`src/rtl/fifo_wr_arbiter_pkg.sv`:
```
// Shared types and default constants for the TOP_FIFO write-port arbiter.
package fifo_arb_pkg;

    // Default parameterisation: 8-bit words, two producers, 4-word bursts.
    localparam int DEF_WIDTH  = 8;
    localparam int DEF_NREQ   = 2;
    localparam int DEF_BURST  = 4;

    // Depth of the TOP_FIFO this arbiter feeds.
    localparam int FIFO_DEPTH = 1024;

    // Arbiter FSM: waiting for a requester, or streaming a granted burst.
    typedef enum logic {
        S_IDLE  = 1'b0,
        S_BURST = 1'b1
    } arb_state_e;

endpackage

```
`src/rtl/fifo_wr_arbiter_if.sv`:
```
// Producer/FIFO-facing signal bundle of the write-port arbiter.
interface fifo_wr_arbiter_if
    import fifo_arb_pkg::*;
#(
    parameter int WIDTH = DEF_WIDTH,
    parameter int NREQ  = DEF_NREQ
);
    logic [NREQ-1:0]       REQ;
    logic [NREQ*WIDTH-1:0] DATA;
    logic [NREQ-1:0]       GNT;
    logic [NREQ-1:0]       ACK;
    logic                  BUSY;
    logic                  FIFO_FULL;
    logic [WIDTH-1:0]      FIFO_DIN;
    logic                  FIFO_WE_N;

    // Producers and the FIFO flag drive the arbiter.
    modport master (
        output REQ, DATA, FIFO_FULL,
        input  GNT, ACK, BUSY, FIFO_DIN, FIFO_WE_N
    );

    // The arbiter itself.
    modport slave (
        input  REQ, DATA, FIFO_FULL,
        output GNT, ACK, BUSY, FIFO_DIN, FIFO_WE_N
    );
endinterface

```
`src/rtl/fifo_wr_arbiter_rr_pick.sv`:
```
// Combinational round-robin picker: first set request bit searching from
// ptr+1 upward, wrapping modulo NREQ. ptr itself is the lowest priority.
module fifo_rr_pick #(
    parameter int NREQ = 2,
    parameter int IW   = 1
) (
    input  logic [NREQ-1:0] req,
    input  logic [IW-1:0]   ptr,
    output logic            valid,
    output logic [IW-1:0]   idx
);

    // Scan offsets 1..NREQ from the pointer; the first hit wins.
    always_comb begin
        int unsigned c;
        logic [IW-1:0] c_idx;
        valid = 1'b0;
        idx   = '0;
        for (int unsigned i = 1; i <= NREQ; i++) begin
            c     = (32'(ptr) + i) % NREQ;
            c_idx = IW'(c);
            if (!valid && req[c_idx]) begin
                valid = 1'b1;
                idx   = c_idx;
            end
        end
    end

endmodule

```
`src/rtl/fifo_wr_arbiter.sv`:
```
// Round-robin, burst-based arbiter sharing TOP_FIFO's single write port
// among NREQ producers. Writes are throttled by the FIFO FULL flag.
module fifo_wr_arbiter
    import fifo_arb_pkg::*;
#(
    parameter int WIDTH = DEF_WIDTH,
    parameter int NREQ  = DEF_NREQ,
    parameter int BURST = DEF_BURST
) (
    input  logic              CLK,
    input  logic              RST,
    fifo_wr_arbiter_if.slave  bus
);

    localparam int IW = (NREQ > 1) ? $clog2(NREQ) : 1;
    localparam int CW = $clog2(BURST + 1);

    arb_state_e      state, state_n;
    logic [IW-1:0]   g, g_n;
    logic [IW-1:0]   last, last_n;
    logic [CW-1:0]   cnt, cnt_n;
    logic [NREQ-1:0] gnt, gnt_n;

    logic            wr;
    logic            burst_end;
    logic [IW-1:0]   pick_ptr;
    logic            pick_valid;
    logic [IW-1:0]   pick_idx;

    // One picker serves both arbitration points: from IDLE the search starts
    // after last; at burst end it starts after g, which becomes the new last.
    assign pick_ptr = (state == S_BURST) ? g : last;

    fifo_rr_pick #(
        .NREQ (NREQ),
        .IW   (IW)
    ) u_pick (
        .req   (bus.REQ),
        .ptr   (pick_ptr),
        .valid (pick_valid),
        .idx   (pick_idx)
    );

    assign wr        = (state == S_BURST) && bus.REQ[g] && !bus.FIFO_FULL && !RST;
    assign burst_end = (state == S_BURST) &&
                       ((wr && (cnt == CW'(BURST - 1))) || !bus.REQ[g]);

    // Next-state logic: grant loading, burst counting and re-arbitration.
    always_comb begin
        state_n = state;
        g_n     = g;
        last_n  = last;
        cnt_n   = cnt;
        gnt_n   = gnt;
        unique case (state)
            S_IDLE: begin
                if (pick_valid) begin
                    state_n          = S_BURST;
                    g_n              = pick_idx;
                    cnt_n            = '0;
                    gnt_n            = '0;
                    gnt_n[pick_idx]  = 1'b1;
                end
            end
            S_BURST: begin
                if (wr) begin
                    cnt_n = cnt + CW'(1);
                end
                if (burst_end) begin
                    last_n = g;
                    cnt_n  = '0;
                    if (pick_valid) begin
                        g_n             = pick_idx;
                        gnt_n           = '0;
                        gnt_n[pick_idx] = 1'b1;
                    end else begin
                        state_n = S_IDLE;
                        gnt_n   = '0;
                    end
                end
            end
            default: begin
                state_n = S_IDLE;
                gnt_n   = '0;
            end
        endcase
    end

    // State registers; last resets to NREQ-1 so producer 0 is favoured first.
    always_ff @(posedge CLK) begin
        if (RST) begin
            state <= S_IDLE;
            g     <= '0;
            last  <= IW'(NREQ - 1);
            cnt   <= '0;
            gnt   <= '0;
        end else begin
            state <= state_n;
            g     <= g_n;
            last  <= last_n;
            cnt   <= cnt_n;
            gnt   <= gnt_n;
        end
    end

    // Output muxing: acknowledge only the granted producer, forward its word.
    always_comb begin
        bus.ACK      = '0;
        bus.ACK[g]   = wr;
        bus.FIFO_DIN = '0;
        if (state == S_BURST) begin
            bus.FIFO_DIN = bus.DATA[int'(g)*WIDTH +: WIDTH];
        end
    end

    assign bus.GNT       = gnt;
    assign bus.BUSY      = (state == S_BURST);
    assign bus.FIFO_WE_N = !wr;

endmodule

```
`src/flat_wrapper.sv`:
```
// flat-port wrapper written by rule: the top's interface ports become plain ports
module fifo_wr_arbiter_flat import fifo_arb_pkg::*;
#(
    parameter int WIDTH = DEF_WIDTH,
    parameter int NREQ  = DEF_NREQ,
    parameter int BURST = DEF_BURST
)
  (CLK, RST, bus_REQ, bus_DATA, bus_FIFO_FULL, bus_GNT, bus_ACK, bus_BUSY, bus_FIFO_DIN, bus_FIFO_WE_N);
  fifo_wr_arbiter_if #(.WIDTH(WIDTH), .NREQ(NREQ)) bus_i ();
  input  logic CLK;
  input  logic RST;
  input wire logic [$bits(bus_i.REQ)-1:0] bus_REQ;
  input wire logic [$bits(bus_i.DATA)-1:0] bus_DATA;
  input wire logic [$bits(bus_i.FIFO_FULL)-1:0] bus_FIFO_FULL;
  output wire logic [$bits(bus_i.GNT)-1:0] bus_GNT;
  output wire logic [$bits(bus_i.ACK)-1:0] bus_ACK;
  output wire logic [$bits(bus_i.BUSY)-1:0] bus_BUSY;
  output wire logic [$bits(bus_i.FIFO_DIN)-1:0] bus_FIFO_DIN;
  output wire logic [$bits(bus_i.FIFO_WE_N)-1:0] bus_FIFO_WE_N;
  assign bus_i.REQ = bus_REQ;
  assign bus_i.DATA = bus_DATA;
  assign bus_i.FIFO_FULL = bus_FIFO_FULL;
  assign bus_GNT = bus_i.GNT;
  assign bus_ACK = bus_i.ACK;
  assign bus_BUSY = bus_i.BUSY;
  assign bus_FIFO_DIN = bus_i.FIFO_DIN;
  assign bus_FIFO_WE_N = bus_i.FIFO_WE_N;
  fifo_wr_arbiter #(.WIDTH(WIDTH), .NREQ(NREQ), .BURST(BURST)) u_core (.CLK(CLK), .RST(RST), .bus(bus_i));
endmodule
```
`config.mk`:
```
export PLATFORM = sky130hd
export DESIGN_NAME = fifo_wr_arbiter_flat
export DESIGN_NICKNAME = d
export VERILOG_FILES = /design/src/rtl/fifo_wr_arbiter_pkg.sv /design/src/rtl/fifo_wr_arbiter_if.sv /design/src/rtl/fifo_wr_arbiter_rr_pick.sv /design/src/rtl/fifo_wr_arbiter.sv /design/src/flat_wrapper.sv
export SDC_FILE = /design/constraint.sdc
export NUM_CORES = 1
export LEC_CHECK = 0
export CAP_MARGIN = 20
export CORE_MARGIN = 5
export CORE_UTILIZATION = 36
export DETAILED_ROUTE_END_ITERATION = 8
export HOLD_SLACK_MARGIN = 0.08
export MAX_ROUTING_LAYER = met4
export PLACE_DENSITY = 0.75
export RECOVER_POWER = 50
export SLEW_MARGIN = 10
export SYNTH_ARGS = -nofsm -noshare
export SYNTH_HDL_FRONTEND = slang
export SYNTH_SLANG_ARGS = --single-unit
```
`constraint.sdc`:
```
create_clock -name CLK -period 1.9 [get_ports CLK]
set_input_delay 0.57 -clock CLK [delete_from_list [all_inputs] [get_ports CLK]]
set_output_delay 0.57 -clock CLK [all_outputs]
set_load 0.005 [all_outputs]
```
After elaboration in Yosys (flattened, before gate mapping) --
Cells that the tools add are included.
Word-level totals: register bits after elaboration 8, output and inout port bits 14, word-level logic and storage cells 68
Cells by class: $add $sub $neg 3, order comparisons 6, eq/ne operators 4, shifts and indexed selects 1, multiplexer cells 30, bitwise logic cells 2, reduce and logical (&&, ||, !) cells 17
Operators by type and width (number):
- 2-to-1 mux 1 bit | 17
- variable part select 16 x 5 -> 8 bit | 1
- 2-to-1 mux 3 bit | 3
- logical AND 1 bit | 8
- less-than comparator 1 x 2 -> 1 bit, second input constant | 4
- 2-to-1 mux 8 bit | 1
- 2-to-1 mux 2 bit | 3
- one-hot mux 3 bit (2 select lines) | 1
- AND reduction 2 bit | 3
- logical NOT 1 bit | 5
- one-hot mux 1 bit (2 select lines) | 2
- one-hot mux 2 bit (2 select lines) | 1
- adder 3 x 1 -> 3 bit, second input constant | 1
- equality test 3 x 2 -> 1 bit, second input constant | 1
- != test 3 bit, second input constant | 1
- adder 1 bit, second input constant | 2
- AND 2 bit | 1
- demux 1 bit (select 1 bit) | 2
- greater-or-equal comparator 1 bit, second input constant | 2
- != test 2 x 1 -> 1 bit, second input constant | 1
- != test 2 bit, second input constant | 1
- logical OR 1 bit | 1
- inverter 1 bit | 1

Longest topological paths before layout --
Gate-level depths: netlist (run 1).
word-level depth 15, depth in mapped cells 6

By module --
From an unflattened synthesis (run 1), not the netlist that was laid out.
Second synthesis, totals: cells, all modules 75, area, all modules 588.1 um^2
Modules (own cells, without submodules):
- fifo_wr_arbiter | times used 1, cells each 73, area an instance 574.3 um^2, seq. area each 160.2 um^2
- fifo_rr_pick | times used 1, cells each 2, area an instance 13.8 um^2, seq. area each 0.0 um^2

Worst setup path after synthesis (run 1) --
No wires, ideal clock.
path kind input to output, from input bus_FIFO_FULL, to output bus_ACK[0], arrival time 1.187 ns, data required time 1.330 ns, setup slack 0.143 ns, stages on the path 2, buffers on the path 0, cell sequence or3b_1 > nor3b_1
On the way: longest elaborated chain between the ends 4
RTL lines:
- from (decl) | line flat_wrapper.sv:14 | input wire logic [$bits(bus_i.FIFO_FULL)-1:0] bus_FIFO_FULL;
- logical NOT 1 bit | line fifo_wr_arbiter.sv:44 | assign wr = (state == S_BURST) && bus.REQ[g] && !bus.FIFO_FULL && !RST;
- logical AND 1 bit (2 in a row) | line fifo_wr_arbiter.sv:44
- AND 2 bit (no line)
- to (decl) | line flat_wrapper.sv:16 | output wire logic [$bits(bus_i.ACK)-1:0] bus_ACK;
Every way passes these cells.

Worst setup path in the final report (run 1) --
from input RST, to output bus_ACK[0]
On the way: longest elaborated chain between the ends 3
RTL lines:
- from (decl) | line flat_wrapper.sv:11 | input logic RST;
- logical NOT 1 bit | line fifo_wr_arbiter.sv:44
- logical AND 1 bit | line fifo_wr_arbiter.sv:44
- AND 2 bit (no line)
Every way passes these cells.

==> summary.md, run 1 <==
| Metric | Value |
|---|---|
| Outcome | finished with violations |
| Violated checks | setup timing |
| Measured slew at the worst slew-check pin | about 300 ps |
| RR Startpoint | u_core.g$_SDFFE_PP0P_ |
| Top FF cell, synth | dfxtp_1 |
| Post-layout util | between 60 and 70% |
| Sink Count | 8 |
| CTS tree | built |
| CTS root buffer | clkbuf_4 |
| Number of library cell types mapped by synthesis | 33 |
| EDFF count, synth | 0 |
| Pre-CTS setup slack | -863 ps |
| Syn nets | between 80 and 90 |
| Post-Synth Adder-Cell Area | between 4 and 5% |
| Initial core utilization | about two fifths |
| Slew headroom | 79.7% |
| Clk pin slew, worst setup/hold paths | roughly 50 ps |
| Post-synthesis mux area share | about a fifth |
| RSZ-0062 raised after global routing | yes |
| DIE HEIGHT | about 50 um |
| P per Cell Area | 470 nW/um2 |
| Sequential share of the synthesized area | about 27% |
| Startpoint types | input port |
| CTS Hold Buffers Added | 0 |
| DRC viols | 0 |
| Hold path endpoint | u_core.cnt[1]$_SDFFE_PP0P_ |
| Worst IR Drop VDD | 0.000372 V |
| Final ANT Viol Nets | 0 |
| Synthesized area | approximately 600 um2 |
| Finish-stage setup viols | 1 |
| Grt ovf | 0 |
| Min-Delay Path Class | flip-flop to flip-flop |
| Critical Path AT | between 1000 and 1500 ps |
| CTS H-Tree Depth | 1 |
| Leakage | around 0.56 nW |
| Setup_tns | -41.8 ps |
| DIE AREA | 2550 um2 |
| Final nets | about 130 |
| TritonCTS buffer count | 3 |
| Async SR Flop Fraction | 0% |
| Largest cells by area after synthesis | dfxtp_1 27%, mux2i_1 15%, nor2_1 8.3%, ha_1 4.2%, o32ai_1 3.0% |
| Area after DPL | 985 um2 |
| Synth-to-layout area growth | 70.3% |
| Clock Skews | just under 1 ps |
| Final Hold Fails | 0 |
| Top-count cell post-synth | nor2_1 |
| Die W | a little over 50 um |
| CP endpoint kind | output pin |
| Worst hold stages | 2 |
| Share of cells above drive strength 1 | 30.3% |
| Peak Freq | approximately 510 MHz |
| Yosys reg bits | 8 |
| Gate Count Post-Synth | 66 |
| R2R Path End | u_core.bus.GNT[0]$_SDFFE_PP0P_ |
| R2r setup slk | about 340 ps |
| Power Total | 0.472 mW |
| Io pins | 35 |
| Site row count | 14 |
| Global-route wire length before repair | about 3200 um |
| Gpl congestion | ~0.75 |
| Post-DP HPWL | about 1400 um |
| Largest net degree at the start of global routing | 11 |
| Core area | 1520 um2 |
| Largest family of logic cells by synthesized area | simple AND/OR/NAND/NOR gates |
| YS warnings | 0 |
| Via/cell ratio | 5.25 |
| Clock Path Buffers | 2 |
| Buffers on Ports | 34 |
| DRT iter0 DRCs | 4 |
| Skew-Pair Late Insertion Delay | around 250 ps |
| Initial antenna violation count | 0 |
| Cell Count, Final, Fillers Out | approximately 130 |
| Post-synthesis compound-gate area fraction | between 20% and 30% |
| Worst hold start | u_core.cnt[1]$_SDFFE_PP0P_ |
| Final Cycle Share | 102% |
| Min Tclk post-route | 1940 ps |
| Gr usage total | roughly 16% |
| Crit path kind | input port to output pin |
| Top cells by count, synth | 13 x nor2_1, 9 x mux2i_1, 8 x dfxtp_1, 3 x inv_1 |
| Max-cap check violation count | 0 |
| Post-Place Cells | 120 |
| # diodes | 0 |
| Final worst setup slack | -41.8 ps |
| Max FO, Critical Path | 2 |
| Reg2Reg Depth | 5 |
| DR pass1 iterations | 5 |
| Area share of the largest cell type after synthesis | 27.2% |
| WHS | a little under 500 ps |
| Crit path required time | 1330 ps |
| Design Area, Final | between 1000 and 1500 um2 |
| Simple-gate share of the synthesized area | approximately 22% |
| DRT Wirelength | between 1500 and 2000 um |
| Vias | approximately 660 |
| Wirelength per Cell | 14.7 um |
| Synthesized-area fraction occupied by xor and xnor cells | 0% |
| Vias in the first global route | 632 |
| Syn avg cell area | 8.93 um2 |
| Top cell type by total area after synthesis | dfxtp_1 |
| Final Max Slew Viols | 0 |
==> critical path, stage by stage <==
cell     delay, ps
buf_6           90
or3b_4         400
nor3b_2        170
buf_2          140
==> how the worst max path moves through the flow <==
stage | start | endpoint | slack, ps
finish | RST | bus_ACK[0] | -40
global route | RST | bus_ACK[0] | -90
CTS | RST | bus_ACK[0] | -10
detailed placement | bus_FIFO_FULL | bus_ACK[0] | -860
global placement | bus_FIFO_FULL | bus_ACK[0] | -860
floorplan | bus_FIFO_FULL | bus_ACK[0] | 140
==> cell usage in the layout, fill, tap and decap left out, types with 2 or more instances in the layout <==
cell	n
a21oi_1	2
buf_2	10
buf_4	6
buf_6	3
clkbuf_1	3
clkbuf_4	4
dfxtp_1	7
dlygate4sd3_1	2
dlymetal6s2s_1	16
ha_1	2
inv_1	3
mux2i_1	9
nand2_1	2
nor2_1	13
o32ai_1	2
==> per-layer routing <==
| metal | GRT usage (%) | wire [um] | share of wire (%) |
|---|---|---|---|
| met1 | 20.1 | 769 | 42 |
| met2 | 26.2 | 949 | 51 |
| met3 | 3.85 | 118 | 6.4 |
| met4 | 5.11 | 6 | 0.33 |
| met5 | - | 0 | 0 |
==> repair_timing <==
| action | CTS | global route |
|---|---|---|
| resized for setup | 64 | 18 |
| pin swaps | 6 | 9 |
| setup endpoints to repair | 12 | 11 |
| buffers inserted | 2 | 0 |
==> area by class of cell <==
class | count | area, um2
Timing Repair Buffer | 44 | 394
Fill cell | 141 | 520
Inverter | 4 | 15.0
Sequential cell | 8 | 161
Clock buffer | 3 | 22.5
Multi-Input combinational cell | 50 | 390
Tap cell | 16 | 20.0
==> registers in the layout, indices dropped and copies added (netlist names) <==
name,count
u_core.cnt,3
u_core.bus.GNT,2
u_core.bus.BUSY,1
u_core.g,1
u_core.last,1
==> cell families (layout without fill, tap and decap cells) <==
group | count (synthesis) | in the layout
buffers and inverters | 8 | 51
DFF | 8 | 8
and+or+nand+nor | 24 | 24
AOI/OAI and AO/OA | 13 | 13
muxes | 11 | 11
adders and majority gates | 2 | 2
==> report_power, final <==
part           leakage [nW]  internal (mW)  switching, mW
sequential           0.0660          0.177        0.00454
combinational         0.475         0.0932         0.0679
clock                0.0138         0.0723         0.0571
total                 0.555          0.342          0.130
(Power assumes the default switching activity.)
==> run 2, diff against run 1 <==
--- a/config.mk
+++ b/config.mk
@@ -11,9 +11,9 @@
 export DETAILED_ROUTE_END_ITERATION = 8
 export HOLD_SLACK_MARGIN = 0.08
 export MAX_ROUTING_LAYER = met4
-export PLACE_DENSITY = 0.75
+export PLACE_DENSITY = 0.77
 export RECOVER_POWER = 50
-export SLEW_MARGIN = 10
+export SLEW_MARGIN = 20
 export SYNTH_ARGS = -nofsm -noshare
 export SYNTH_HDL_FRONTEND = slang
 export SYNTH_SLANG_ARGS = --single-unit
==> run 2 against run 1 <==
  * Utilization shrank 0.49 points
  * Largest cell class unchanged
  * Die area is the same
  * Final area shrank 0.75%
  * Via count grew 0.76%
  * The run still ends with setup timing left
  * Highest routed layer unchanged
==> summary.md, run 2 (synthesis results as in run 1) <==
| Metric | Value |
|---|---|
| Outcome | finished with violations |
| Violated checks | setup timing |
| Worst IR Drop VDD | 0.000356 V (-4.3%) |
| Vias | 661 (+0.76%) |
| Final worst setup slack | -15.6 ps (+26.2 ps) |
| Gr usage total | 15.8% (-0.61 points) |
| Measured slew at the worst slew-check pin | 283 ps (-20.2 ps) |
| Reg2Reg Depth | 6 (+1) |
| Max-cap check violation count | 0 (unchanged) |
| Worst hold stages | 2 (unchanged) |
| Global-route wire length before repair | 3110 um (-2.6%) |
| DRT Wirelength | 1830 um (-0.71%) |
| Peak Freq | 522 MHz (+1.4%) |
| Io pins | 35 (unchanged) |
| Final-layout fill cell count | 129 (-8.5%) |
| DIE HEIGHT | 50.5 um (unchanged) |
| Grt ovf | 0 (unchanged) |
| CTS root buffer | clkbuf_4 |
| CTS tree | built |
| CP endpoint kind | output pin |
| Sink Count | 8 (unchanged) |
| Die W | 50.5 um (unchanged) |
| Share of power burned in registers | 37.7% (-0.7 points) |
| Clock Path Buffers | 2 (unchanged) |
| Critical Path AT | 1350 ps (-20 ps) |
| Synth-to-layout area growth | 69.0% |
| Final Hold Fails | 0 (unchanged) |
| Switching Power | 0.134 mW (+3.8%) |
| P per Cell Area | 484 nW/um2 (+2.9%) |
| CTS H-Tree Depth | 1 (unchanged) |
| Biggest register | u_core.cnt |
| Cell count along the critical path | 4 (unchanged) |
| CTS Hold Buffers Added | 0 (unchanged) |
| DR pass1 iterations | 4 (-1) |
| Share of cells above drive strength 1 | 28.2% (-2.1 points) |
| Worst path slowest cell | mux2_1 |
| Clock Skews | 2.21 ps (+1.23 ps) |
| DIE AREA | 2550 um2 (unchanged) |
| Initial antenna violation count | 0 (unchanged) |
| TritonCTS buffer count | 3 (unchanged) |
| Largest net degree at the start of global routing | 13 (+2) |
| Clk pin slew, worst setup/hold paths | 60 ps (about the same) |
| Crit path required time | 1330 ps (about the same) |
| Design Area, Final | 996 um2 (-0.75%) |
| Comb power frac | 34.7% (+0.6 points) |
| Most frequent cells in the layout | 13 x nor2_1, 11 x buf_2, 9 x mux2i_1, 9 x dlymetal6s2s_1, 9 x clkdlybuf4s50_1 |
| Leakage | 0.489 nW (-12%) |
| Crit path kind | input port to output pin |
| Net Sw Frac | 27.9% (+0.44 points) |
| Power Total | 0.482 mW (+2.2%) |
| Number of flip-flops in the largest register | 3 (unchanged) |
| WHS | 490 ps (+4.32 ps) |
| Setup_tns | -15.6 ps (+26.2 ps) |
| Startpoint types | input port |
| Final Cycle Share | 101% (-1.4 points) |
| Critical path cell sequence | dlygate4sd2_1 > mux2_1 > nand2_1 > buf_2 |
| Wirelength per Cell | 14.5 um (-1.5%) |
| Gpl congestion | 0.769 (+2.0%) |
| Site row count | 14 (unchanged) |
| Core area | 1520 um2 (unchanged) |
| Skew-Pair Late Insertion Delay | 250 ps (about the same) |
| Clock share of power | 27.6% (+0.2 points) |
| Initial core utilization | 38.7% (unchanged) |
| Final Max Slew Viols | 0 (unchanged) |
| Finish-stage setup viols | 1 (unchanged) |
| Slew headroom | 81.0% (+1.3 points) |
| DRT iter0 DRCs | 13 (+9) |
| Final ANT Viol Nets | 0 (unchanged) |
| Post-DP HPWL | 1380 um (-1.6%) |
| Max FO, Critical Path | 3 (+1) |
| Vias in the first global route | 650 (+2.8%) |
| Min Tclk post-route | 1920 ps (-26.2 ps) |
| RSZ-0062 raised after global routing | yes |
| Buffers plus inverters on the worst setup path | 2 (unchanged) |
| Buffers on Ports | 34 (unchanged) |
| Commonest non-fill, non-tap cell in the layout | nor2_1 |
| Final nets | 135 (+0.75%) |
| CP peak stage delay | 320 ps (-80 ps) |
| # diodes | 0 (unchanged) |
| Internal | 0.348 mW (+1.5%) |
| Area after DPL | 1010 um2 (+2.8%) |
| DRC viols | 0 (unchanged) |
| CP delay by family, top | buffers and inverters |
| Min-Delay Path Class | flip-flop to flip-flop |
| Via/cell ratio | 5.25 (about the same) |
run 2: what timing repair did:
action                     CTS  global route
resized for setup           59            10
hold endpoints to repair     0             0
setup endpoints to repair   11             6
pin swaps                    5             3
setup buffers                1             0
run 2: tightest hold or removal path: cells and delay by family (launching register included):
kind                   cells  cell delay, ps
flip-flops                 1             300
AO/OA/AOI/OAI              1              80
buffers and inverters      1              60
run 2: metal layers:
layer / part of all wire, % / vias to the layer above / wire [um] / global-route usage, %
met5: 0 / - / 0 / -
met4: 1.3 / 0 / 23 / 6.38
li1: - / 327 / - / -
met2: 46 / 19 / 847 / 23.3
met3: 5.6 / 4 / 102 / 3.25
met1: 47 / 311 / 857 / 20.6
run 2: layout make-up:
type                    instances  area [um2]  area share [%]
repair buffers                 45         394            39.6
multi-input cells              50         384            38.6
flip-flops and latches          8         160            16.1
clock buffers                   3        22.5            2.26
well taps                      16        20.0            2.01
inverters                       4        15.0            1.51
run 2: final timing paths:
check | startpoint | endpoint | slack (ps)
worst max-delay path | bus_REQ[1] | bus_FIFO_WE_N | -20
worst max register to register | u_core.g$_SDFFE_PP0P_ | u_core.g$_SDFFE_PP0P_ | 320
worst min-delay path | u_core.cnt[2]$_SDFFE_PP0P_ | u_core.cnt[2]$_SDFFE_PP0P_ | 490
worst min register to register | u_core.cnt[2]$_SDFFE_PP0P_ | u_core.cnt[2]$_SDFFE_PP0P_ | 490
run 2: power groups by stage:
| stage | clock network, mW | logic (mW) | registers, mW |
|---|---|---|---|
| final | 0.133 | 0.167 | 0.182 |
| after global routing | 0.144 | 0.182 | 0.183 |
| after CTS | 0.137 | 0.177 | 0.182 |
| after detailed placement | 0 | 0.188 | 0.186 |
| after global placement | 0 | 0.183 | 0.185 |
| after floorplan | 0 | 0.0792 | 0.184 |
run 2: through the flow:
stage               cells  worst slack [ps]  util, %
finish                126             -15.6     65.4
global route          126             -52.9     65.4
CTS                   126             -12.7     65.0
detailed placement    122              -799     66.4
global placement      122              -806     66.4
floorplan              66               143        -
